===== config.mk =====
export PLATFORM = sky130hd
export DESIGN_NAME = debounce_edge
export DESIGN_NICKNAME = d
export VERILOG_FILES = /design/src/rtl/debounce_edge.sv
export SDC_FILE = /design/constraint.sdc
export NUM_CORES = 1
export LEC_CHECK = 0
export BUFFER_PORTS_ARGS = -buffer_cell sky130_fd_sc_hd__clkbuf_2
export CAP_MARGIN = 20
export CORE_AREA = 2 2 45 47
export DETAILED_ROUTE_END_ITERATION = 7
export DIE_AREA = 0 0 47 49
export GPL_ROUTABILITY_DRIVEN = 0
export PLACE_DENSITY = 0.75
export SLEW_MARGIN = 25
export SYNTH_ARGS = -nofsm -noshare
export SYNTH_HDL_FRONTEND = slang
export SYNTH_SLANG_ARGS = --single-unit

===== constraint.sdc =====
create_clock -name clk -period 1.6 [get_ports clk]
set_input_delay 0.24 -clock clk [delete_from_list [all_inputs] [get_ports clk]]
set_output_delay 0.24 -clock clk [all_outputs]
set_load 0.02 [all_outputs]

===== src/rtl/debounce_edge.sv =====
// debounce_edge: synchronizes a raw asynchronous level, qualifies changes over
// DEBOUNCE_CYCLES consecutive samples, and produces a clean registered level,
// single-cycle rise/fall strobes and a saturating count of rising edges.
module debounce_edge #(
  parameter int SYNC_STAGES     = 2,
  parameter int DEBOUNCE_CYCLES = 4,
  parameter int CNT_W           = 8
) (
  input  logic             clk,
  input  logic             rst,
  input  logic             din,
  input  logic             en,
  input  logic             clr_cnt,
  output logic             level,
  output logic             rise,
  output logic             fall,
  output logic [CNT_W-1:0] event_cnt,
  output logic             busy
);

  // Sample counter is wide enough to hold DEBOUNCE_CYCLES-1 with one spare bit.
  localparam int CW = $clog2(DEBOUNCE_CYCLES) + 1;
  localparam logic [CW-1:0]    CNT_LAST = CW'(DEBOUNCE_CYCLES - 1);
  localparam logic [CW-1:0]    CNT_ONE  = CW'(1);
  localparam logic [CNT_W-1:0] EVT_ONE  = CNT_W'(1);
  localparam logic [CNT_W-1:0] EVT_MAX  = {CNT_W{1'b1}};

  typedef enum logic [0:0] {
    IDLE  = 1'b0,
    CHECK = 1'b1
  } state_t;

  logic [SYNC_STAGES-1:0] sync_r;
  logic                   din_s;
  state_t                 state_r;
  state_t                 next_state_s;
  logic [CW-1:0]          cnt_r;
  logic [CW-1:0]          next_cnt_s;
  logic                   next_level_s;
  logic                   next_rise_s;
  logic                   next_fall_s;

  // The last synchronizer stage is the only view of din the FSM ever uses.
  assign din_s = sync_r[SYNC_STAGES-1];
  assign busy  = (state_r == CHECK);

  // Synchronizer chain; runs regardless of en so din_s is always current.
  always_ff @(posedge clk or posedge rst) begin
    if (rst) begin
      sync_r <= '0;
    end else begin
      sync_r <= {sync_r[SYNC_STAGES-2:0], din};
    end
  end

  // Next-state logic: qualify a candidate change, reject glitches, commit.
  always_comb begin
    next_state_s = state_r;
    next_cnt_s   = cnt_r;
    next_level_s = level;
    next_rise_s  = 1'b0;
    next_fall_s  = 1'b0;
    case (state_r)
      IDLE: begin
        if (en && (din_s != level)) begin
          next_cnt_s   = CNT_ONE;
          next_state_s = CHECK;
        end else begin
          next_cnt_s   = '0;
          next_state_s = IDLE;
        end
      end
      CHECK: begin
        if (!en) begin
          // Abort without a strobe; the candidate is simply forgotten.
          next_cnt_s   = '0;
          next_state_s = IDLE;
        end else if (din_s == level) begin
          // Input returned to the current level before qualifying: glitch.
          next_cnt_s   = '0;
          next_state_s = IDLE;
        end else if (cnt_r == CNT_LAST) begin
          next_level_s = din_s;
          next_rise_s  = din_s;
          next_fall_s  = ~din_s;
          next_cnt_s   = '0;
          next_state_s = IDLE;
        end else begin
          next_cnt_s   = cnt_r + CNT_ONE;
          next_state_s = CHECK;
        end
      end
      default: begin
        next_cnt_s   = '0;
        next_state_s = IDLE;
      end
    endcase
  end

  // FSM state, sample counter and registered level/strobe outputs.
  always_ff @(posedge clk or posedge rst) begin
    if (rst) begin
      state_r <= IDLE;
      cnt_r   <= '0;
      level   <= 1'b0;
      rise    <= 1'b0;
      fall    <= 1'b0;
    end else begin
      state_r <= next_state_s;
      cnt_r   <= next_cnt_s;
      level   <= next_level_s;
      rise    <= next_rise_s;
      fall    <= next_fall_s;
    end
  end

  // Saturating rising-edge counter; a clear on the commit edge takes priority.
  always_ff @(posedge clk or posedge rst) begin
    if (rst) begin
      event_cnt <= '0;
    end else if (clr_cnt) begin
      event_cnt <= '0;
    end else if (next_rise_s && (event_cnt != EVT_MAX)) begin
      event_cnt <= event_cnt + EVT_ONE;
    end else begin
      event_cnt <= event_cnt;
    end
  end

endmodule


==> results of run 1 <==
-- cell families after synthesis --
family / Yosys count / share of synthesized area (%)
simple gates: 29 / 24.53
compound gates: 18 / 13.92
flops: 17 / 53.80
buf+inv: 7 / 3.479
fa+ha+maj: 2 / 3.164
xor+xnor: 1 / 1.108
-- power by group --
part	internal, mW	switching [mW]	total (mW)
clock	0.0968	0.134	0.231
combinational	0.00931	0.0205	0.0298
sequential	0.435	0.00521	0.440
total	0.541	0.160	0.701
-- cell usage after synthesis (all sizes together) (2+ instances only) --
master  instances
a21oi           8
o21ai           3
nand3           4
or3             2
nor2            3
o31ai           4
buf             2
ha              2
nand2           3
and2            2
nor3            2
nand4           3
or4             4
inv             4
dfrtp          17
-- state kept, by name, indices dropped and copies added (netlist names) --
signal     count
fall           1
sync_r         2
event_cnt      8
level          1
busy           1
rise           1
cnt_r          3
-- metal layers --
metal / global-route usage (%) / wire length [µm] / vias to the layer above / part of all wire, %
met1: 23.37 / 757 / 333 / 45
met2: 25.80 / 837 / 10 / 50
li1: - / - / 324 / -
met4: 8.333 / 29 / 0 / 1.7
met5: 0 / 0 / - / 0
met3: 2.222 / 43 / 4 / 2.6
-- metrics by stage --
| stage | instances | TNS [ns] | cell area [µm²] | worst slack (ns) | utilization [%] |
|---|---|---|---|---|---|
| after floorplan | 74 | 0 | 797.0 | 0.009403 | - |
| after global placement | 121 | 0 | 949.7 | 0.06023 | 51.56 |
| after detailed placement | 121 | -0.004762 | 949.7 | -0.004762 | 51.56 |
| after CTS | 127 | 0 | 1005 | 0.005239 | 54.55 |
| after global routing | 129 | -0.2281 | 1036 | -0.05872 | 56.25 |
| final | 129 | 0 | 1036 | 0.03736 | 56.25 |
-- how the worst min path moves through the flow --
| stage | startpoint | end |
|---|---|---|
| detailed placement | sync_r[0] | sync_r[1] |
| floorplan | rst | busy |
| global route | din | sync_r[0] |
| global placement | rst | rise |
| CTS | rst | event_cnt[3] |
| finish | rst | event_cnt[3] |
-- critical path, delay by kind of cell (launching register included) --
kind	cells	cell delay, ns
AOI/OAI and AO/OA	1	0.12
adders and majority gates	1	0.18
DFF	1	0.37
and+or+nand+nor	3	0.86
-- layout make-up --
class | count | share of cell area [%]
sequential | 17 | 41.30
inverter | 4 | 1.449
clock buffer | 4 | 2.536
timing repair buffer | 27 | 16.06
tap | 27 | 3.261
multi-input combinational | 50 | 35.39
-- timing repair --
action	4_1_cts	5_1_grt
pin swaps	3	3
setup buffers	2	2
setup endpoints to repair	5	6
gates resized for setup	3	4
hold endpoints to repair	0	0
==> impl_summary.md, run 1 <==
Synth
The share of synthesized flip-flops with an asynchronous set or reset is between 90% and 100%. The cell count after synthesis is 74. The area share of the largest cell type after synthesis is between 50 and 60%. The post-synth net total is between 80 and 90. The synthesized design spends more area on one cell type than any other, namely sky130_fd_sc_hd__dfrtp_1. Yosys printed 0 warnings. The number of different library cells in the post-synthesis netlist is 28. Counting flops with a built-in enable in the synthesized netlist gives 0. By area the synthesized netlist is led by sky130_fd_sc_hd__dfrtp_1, sky130_fd_sc_hd__a21oi_1, sky130_fd_sc_hd__o31ai_1. Dividing the synthesized area by the synthesized cell count gives 10.69 µm². Among all flip-flop cells after synthesis, the most frequent one is sky130_fd_sc_hd__dfrtp_1. Summing every instance area after synthesis gives just under 800 µm². The synthesized design contains 17 register bits. The sequential element share of the synthesized area is between 50% and 60%.

Worst setup path
Walking the worst path, the cells encountered are ha_2 > and2b_2 > nand4_4 > or4_4 > a21oi_2. The cell type of the slowest stage on the worst timing path is sky130_fd_sc_hd__or4_4. In this run the worst setup path terminates at event_cnt[5]. The terminus of the critical flop-to-flop path is event_cnt[5]. The critical path data arrival time is ~1.8 ns. The data required time at the worst endpoint is about 1.8 ns. The type of element launching the critical path is a flop.

The nature of the critical path endpoint is a flop. The critical path startpoint is cnt_r[0]. The highest cell delay on the worst timing path is 0.54 ns. The worst-case register-to-register setup slack is about 0.037 ns. The largest fanout on the critical path is 7. The type of the worst setup path is flop to flop. The reg-to-reg critical path startpoint is cnt_r[0]. For the worst flop-to-flop path, the logic depth is 5.

Drt
The routed via count divided by cell count is roughly 5.2. The first detailed-routing pass ran for 4 iterations. For this block, the initial DRC count from the detailed router was 12. The remaining antenna violation count after routing is 0. For this run, design rule violations remaining after detail routing come to 0. The via count of the routed design is ~670.

The aggregate routed wire length is 1668 µm. The routed wirelength normalized by instance count is about 13 µm.

STA
The setup-violating endpoint count in the final report is 0. The count of final max-slew check failures is 0. Of the available clock period, the critical path in the final layout requires 97.67%.

The worst pin sits at a relative slew slack of 56.88%. The hold violation count in the final report is 4. Across the routed clock network, the largest skew measured is between 0.01 and 0.015 ns. For this run, the top clock speed supported by timing is between 600 and 700 MHz. Setup repair after global routing could not meet its margin everywhere. The tightest hold margin is -0.001989 ns.

The minimum clock period after layout is approximately 1.6 ns. For the pin with the worst max-slew slack, the measured transition is 0.6460 ns.

Cells and area
The filler cells instantiated in the layout total 167. The share of final-layout standard cells stronger than drive strength 1 is roughly 41%. The sequential cells in the finished layout cover a total of roughly 430 µm². The synthesis-to-finish area growth is 31.01%.

The leading cell type in the layout, fill and taps excluded is sky130_fd_sc_hd__clkbuf_2. The area taken by multi-input logic gates is between 300 and 400 µm². 0 antenna diodes ended up in the layout. After the last flow step, the layout net total stands at 110. In the layout the commonest cells are sky130_fd_sc_hd__clkbuf_2, sky130_fd_sc_hd__dfrtp_1, sky130_fd_sc_hd__buf_4, sky130_fd_sc_hd__a21oi_1.

Global route
The overflow left after global routing is 0. The initial antenna violation count is 0. The number of global-route vias before repair came to 690. Across every metal layer, demand over resource in global routing totals 17.03%.

Entering global routing, the biggest net connects 18 pins. The first global-routing pass estimated roughly 2900 µm of wire.

Place
The number of port buffers is 16. The wire-length estimate of the detail-placed layout is 1120 µm.

Clock tree
The hold buffer count at cts is 0. The CTS clock-pin slew for the worst setup and hold paths is ~0.11 ns. At the later pin of the worst-skew pair, clock insertion delay measures between 0.2 and 0.3 ns. The buffer type at the clock tree root is sky130_fd_sc_hd__clkbuf_4. Counting every sink on the clock net gives 17. The TritonCTS clock tree is built. The number of buffers on the longest clock path is 2. The number of buffers inserted during clock tree synthesis is 3. In this run the number of H-tree levels came out at 1.

Power and ir drop
The power per cell area is between 600 and 700 nW/µm². The highest ir drop seen on vdd is 0.3575 mV. The total leakage power is roughly 0.47 nW. The total power is ~0.70 mW.

Status
The checks that failed: hold timing. The flow ran to the end, but the final reports show violations.

Die
The floorplan step defined a die boundary enclosing around 2300 µm². The width of the die is between 40 and 50 µm. The region available for standard cell placement spans roughly 1800 µm². In this run the vertical extent of the chip is 49 µm. For this design the top-level I/O count stands at 17. The floorplan has 16 rows. Once the floorplan was initialized, standard cells occupied 42.93% of the core.

Hold path
The classification of the worst-slack hold path is input port to async pin.

Run
Max-cap violations in this run came to 0.
Note: power is estimated with default switching activity, not from simulation.
==> run 2, diff against run 1 <==
- CTS_CLUSTER_SIZE: default -> 20
- clock period: 1.6 -> 1.4 ns (I/O delays scaled with it)
==> impl_summary.md, run 2 (synthesis results as in run 1) <==
Cells and area
The flip-flop count of the largest register, all copies and words added is 8 (unchanged). The largest registers in the layout are event_cnt: 8 flops, cnt_r: 3 flops, sync_r: 2 flops. The share of final-layout standard cells stronger than drive strength 1 is 50.88% (+9.7 points). The register with the most flip-flops in the final layout is event_cnt. The library cell used most frequently in the layout, excluding fill and tap cells, is sky130_fd_sc_hd__buf_4. The count of non-filler cells in the finished layout is 141 (+9.3%). In the layout the commonest cells are sky130_fd_sc_hd__buf_4, sky130_fd_sc_hd__clkbuf_2, sky130_fd_sc_hd__dfrtp_1, sky130_fd_sc_hd__a21oi_1. The final net count is 122 (+11%).

The synthesis-to-finish area growth is 49.68%. The antenna diode instance count is 0 (unchanged).

Drt
The routed via count divided by cell count is 5.624 (+8.1%). The first-pass iteration count of the detailed router is 4 (unchanged). The remaining antenna violation count after routing is 0 (unchanged). The count of unresolved DRC violations after routing came to 0 (unchanged).

The routed wirelength normalized by instance count came to 16.27 µm (+26%). The via count of the routed design is 793 (+18%). The aggregate routed wire length is 2294 µm (+38%). The initial detailed-routing violation count was 11 (-1).

STA
The final worst clock skew is 0.004697 ns (-0.007967 ns). The minimum clock period after layout is 1.638 ns (+0.07495 ns). The final worst setup slack came to -0.2376 ns (-0.2750 ns).

The count of final max-slew check failures is 0 (unchanged). The normalized max-slew margin came to 78.40% (+22 points). The hold violation count in the final report is 0 (-4). The setup-violating endpoint count in the final report came to 9 (+9).

The tightest hold margin is 0.01873 ns (+0.02072 ns). The final period utilization is 117.0% (+19 points). The slew at the pin with the worst max-slew slack is 0.3213 ns (-0.3247 ns). The upper clock frequency limit came to 610.7 MHz (-4.6%). Setup repair after global routing could not meet its margin everywhere.

Worst setup path
The highest cell delay on the worst timing path is 0.44 ns (-0.10 ns). The data required time at the worst endpoint is 1.62 ns (-0.21 ns). The category of cells accounting for the largest share of critical-path delay is simple AND/OR/NAND/NOR gates. The critical path data arrival time is 1.86 ns (+0.07 ns).

The nature of the critical path endpoint is a flop. The largest individual stage delay along the critical path comes from the cell sky130_fd_sc_hd__or4_1. The worst-case register-to-register setup slack is -0.24 ns (-0.27 ns). The worst setup path is of the flop to flop kind. The largest fanout on the critical path came to 5 (-2). Traced cell by cell, the critical path runs through ha_2 > and2b_2 > buf_4 > nand4_4 > or4_1 > a21oi_1.

The count of buffering cells on the critical path with inverters included is 1 (+1). The type of element launching the critical path is a flop.

Die
The area enclosed by the die boundary came to 2303 µm² (unchanged). The number of primary I/O pins is 17 (unchanged). The row count is 16 (unchanged). The height of the die is 49 µm (unchanged).

The initial cell density of the core is 42.93% (unchanged). The placeable core area came to 1842 µm² (unchanged). The width of the die is 47 µm (unchanged).

Clock tree
The TritonCTS clock tree is built. The maximum level of the CTS H-tree is 1 (unchanged). The number of buffers on the longest clock path is 2 (unchanged). The number of buffers inserted during clock tree synthesis was 3 (unchanged).

The clock latency of the later-clocked register in the worst-skew pair is 0.29 ns (about the same). The tree is rooted in a sky130_fd_sc_hd__clkbuf_4. The CTS clock-pin slew for the worst setup and hold paths is 0.10 ns (about the same). The number of sinks on the clock net is 17 (unchanged).

Global route
The initial antenna violation count is 0 (unchanged). The largest net degree at the start of global routing is 11 (-7). The number of global-route vias before repair is 811 (+18%). The overall global routing resource usage came to 22.16% (+5.1 points). The overflow left after global routing came to 0 (unchanged). The first-pass GRT wire length came to 3691 µm (+27%).

Place
The number of port buffers is 16 (unchanged). The placed wire-length estimate is 1412 µm (+26%). The cell count after placement is 132 (+9.1%).

Run
The max-capacitance violation count is 0 (unchanged).

Power and ir drop
The power per cell area is 695.1 nW/µm² (+2.7%). The total leakage power came to 0.5255 nW (+12%). The highest ir drop seen on vdd is 0.5900 mV (+65%).

Hold path
The min-delay analysis places its worst path in the category input port to flop.

Status
The checks that failed: setup timing. The flow ran to the end, but the final reports show violations.
-- run 2: metal layers --
metal	wire, µm	vias to the layer above	share of wire [%]	global-route usage (%)
met3	141	8	6.1	3.333
met1	888	382	39	26.78
met5	0	-	0	0
met4	72	0	3.1	12.50
li1	-	359	-	-
met2	1192	44	52	35.84
-- run 2: area by class of cell --
cell class	count	area (µm²)
fill	154	658.1
multi-input combinational	51	429.2
sequential	17	427.9
timing repair buffer	38	251.5
tap	27	33.78
clock buffer	4	26.28
inverter	4	15.01
-- run 2: repair_timing --
item | CTS | global route
gates cloned | 1 | 0
pin swaps | 2 | 3
setup buffers | 1 | 2
hold endpoints to repair | 7 | 0
hold buffers | 1 | 0
setup endpoints to repair | 8 | 9
gates resized for setup | 8 | 5
-- run 2: worst register-to-register path, delay by kind of cell, from the launching register on --
kind | cells | cell delay (ns)
and+or+nand+nor | 3 | 0.73
DFF | 1 | 0.37
AOI/OAI and AO/OA | 1 | 0.16
adders and majority gates | 1 | 0.18
buffers and inverters | 1 | 0.13
-- run 2: power breakdown --
| part | switching, mW | internal (mW) |
|---|---|---|
| combinational | 0.0310 | 0.0183 |
| sequential | 0.00582 | 0.497 |
| clock | 0.160 | 0.111 |
| total | 0.196 | 0.626 |
-- run 2: stage by stage --
step	TNS, ns	util (%)	instance area [µm²]	power, mW	worst slack [ns]
after CTS	-1.009	62.09	1144	0.8244	-0.1833
after detailed placement	-1.296	57.00	1050	0.5552	-0.2207
after global routing	-1.956	64.27	1184	0.8608	-0.2576
after global placement	-0.7887	57.00	1050	0.5533	-0.1460
after floorplan	-0.4641	-	823.3	0.5331	-0.1501
final	-1.512	64.27	1184	0.8228	-0.2376
-- run 2: worst paths after layout --
check                      cells after the start            to       from
min in group asynchronous                      3  event_cnt[7]        rst
max                                            6  event_cnt[5]   cnt_r[0]
max in group asynchronous                      4          busy        rst
max reg2reg                                    6  event_cnt[5]   cnt_r[0]
min reg2reg                                    0     sync_r[1]  sync_r[0]
min                                            1     sync_r[0]        din
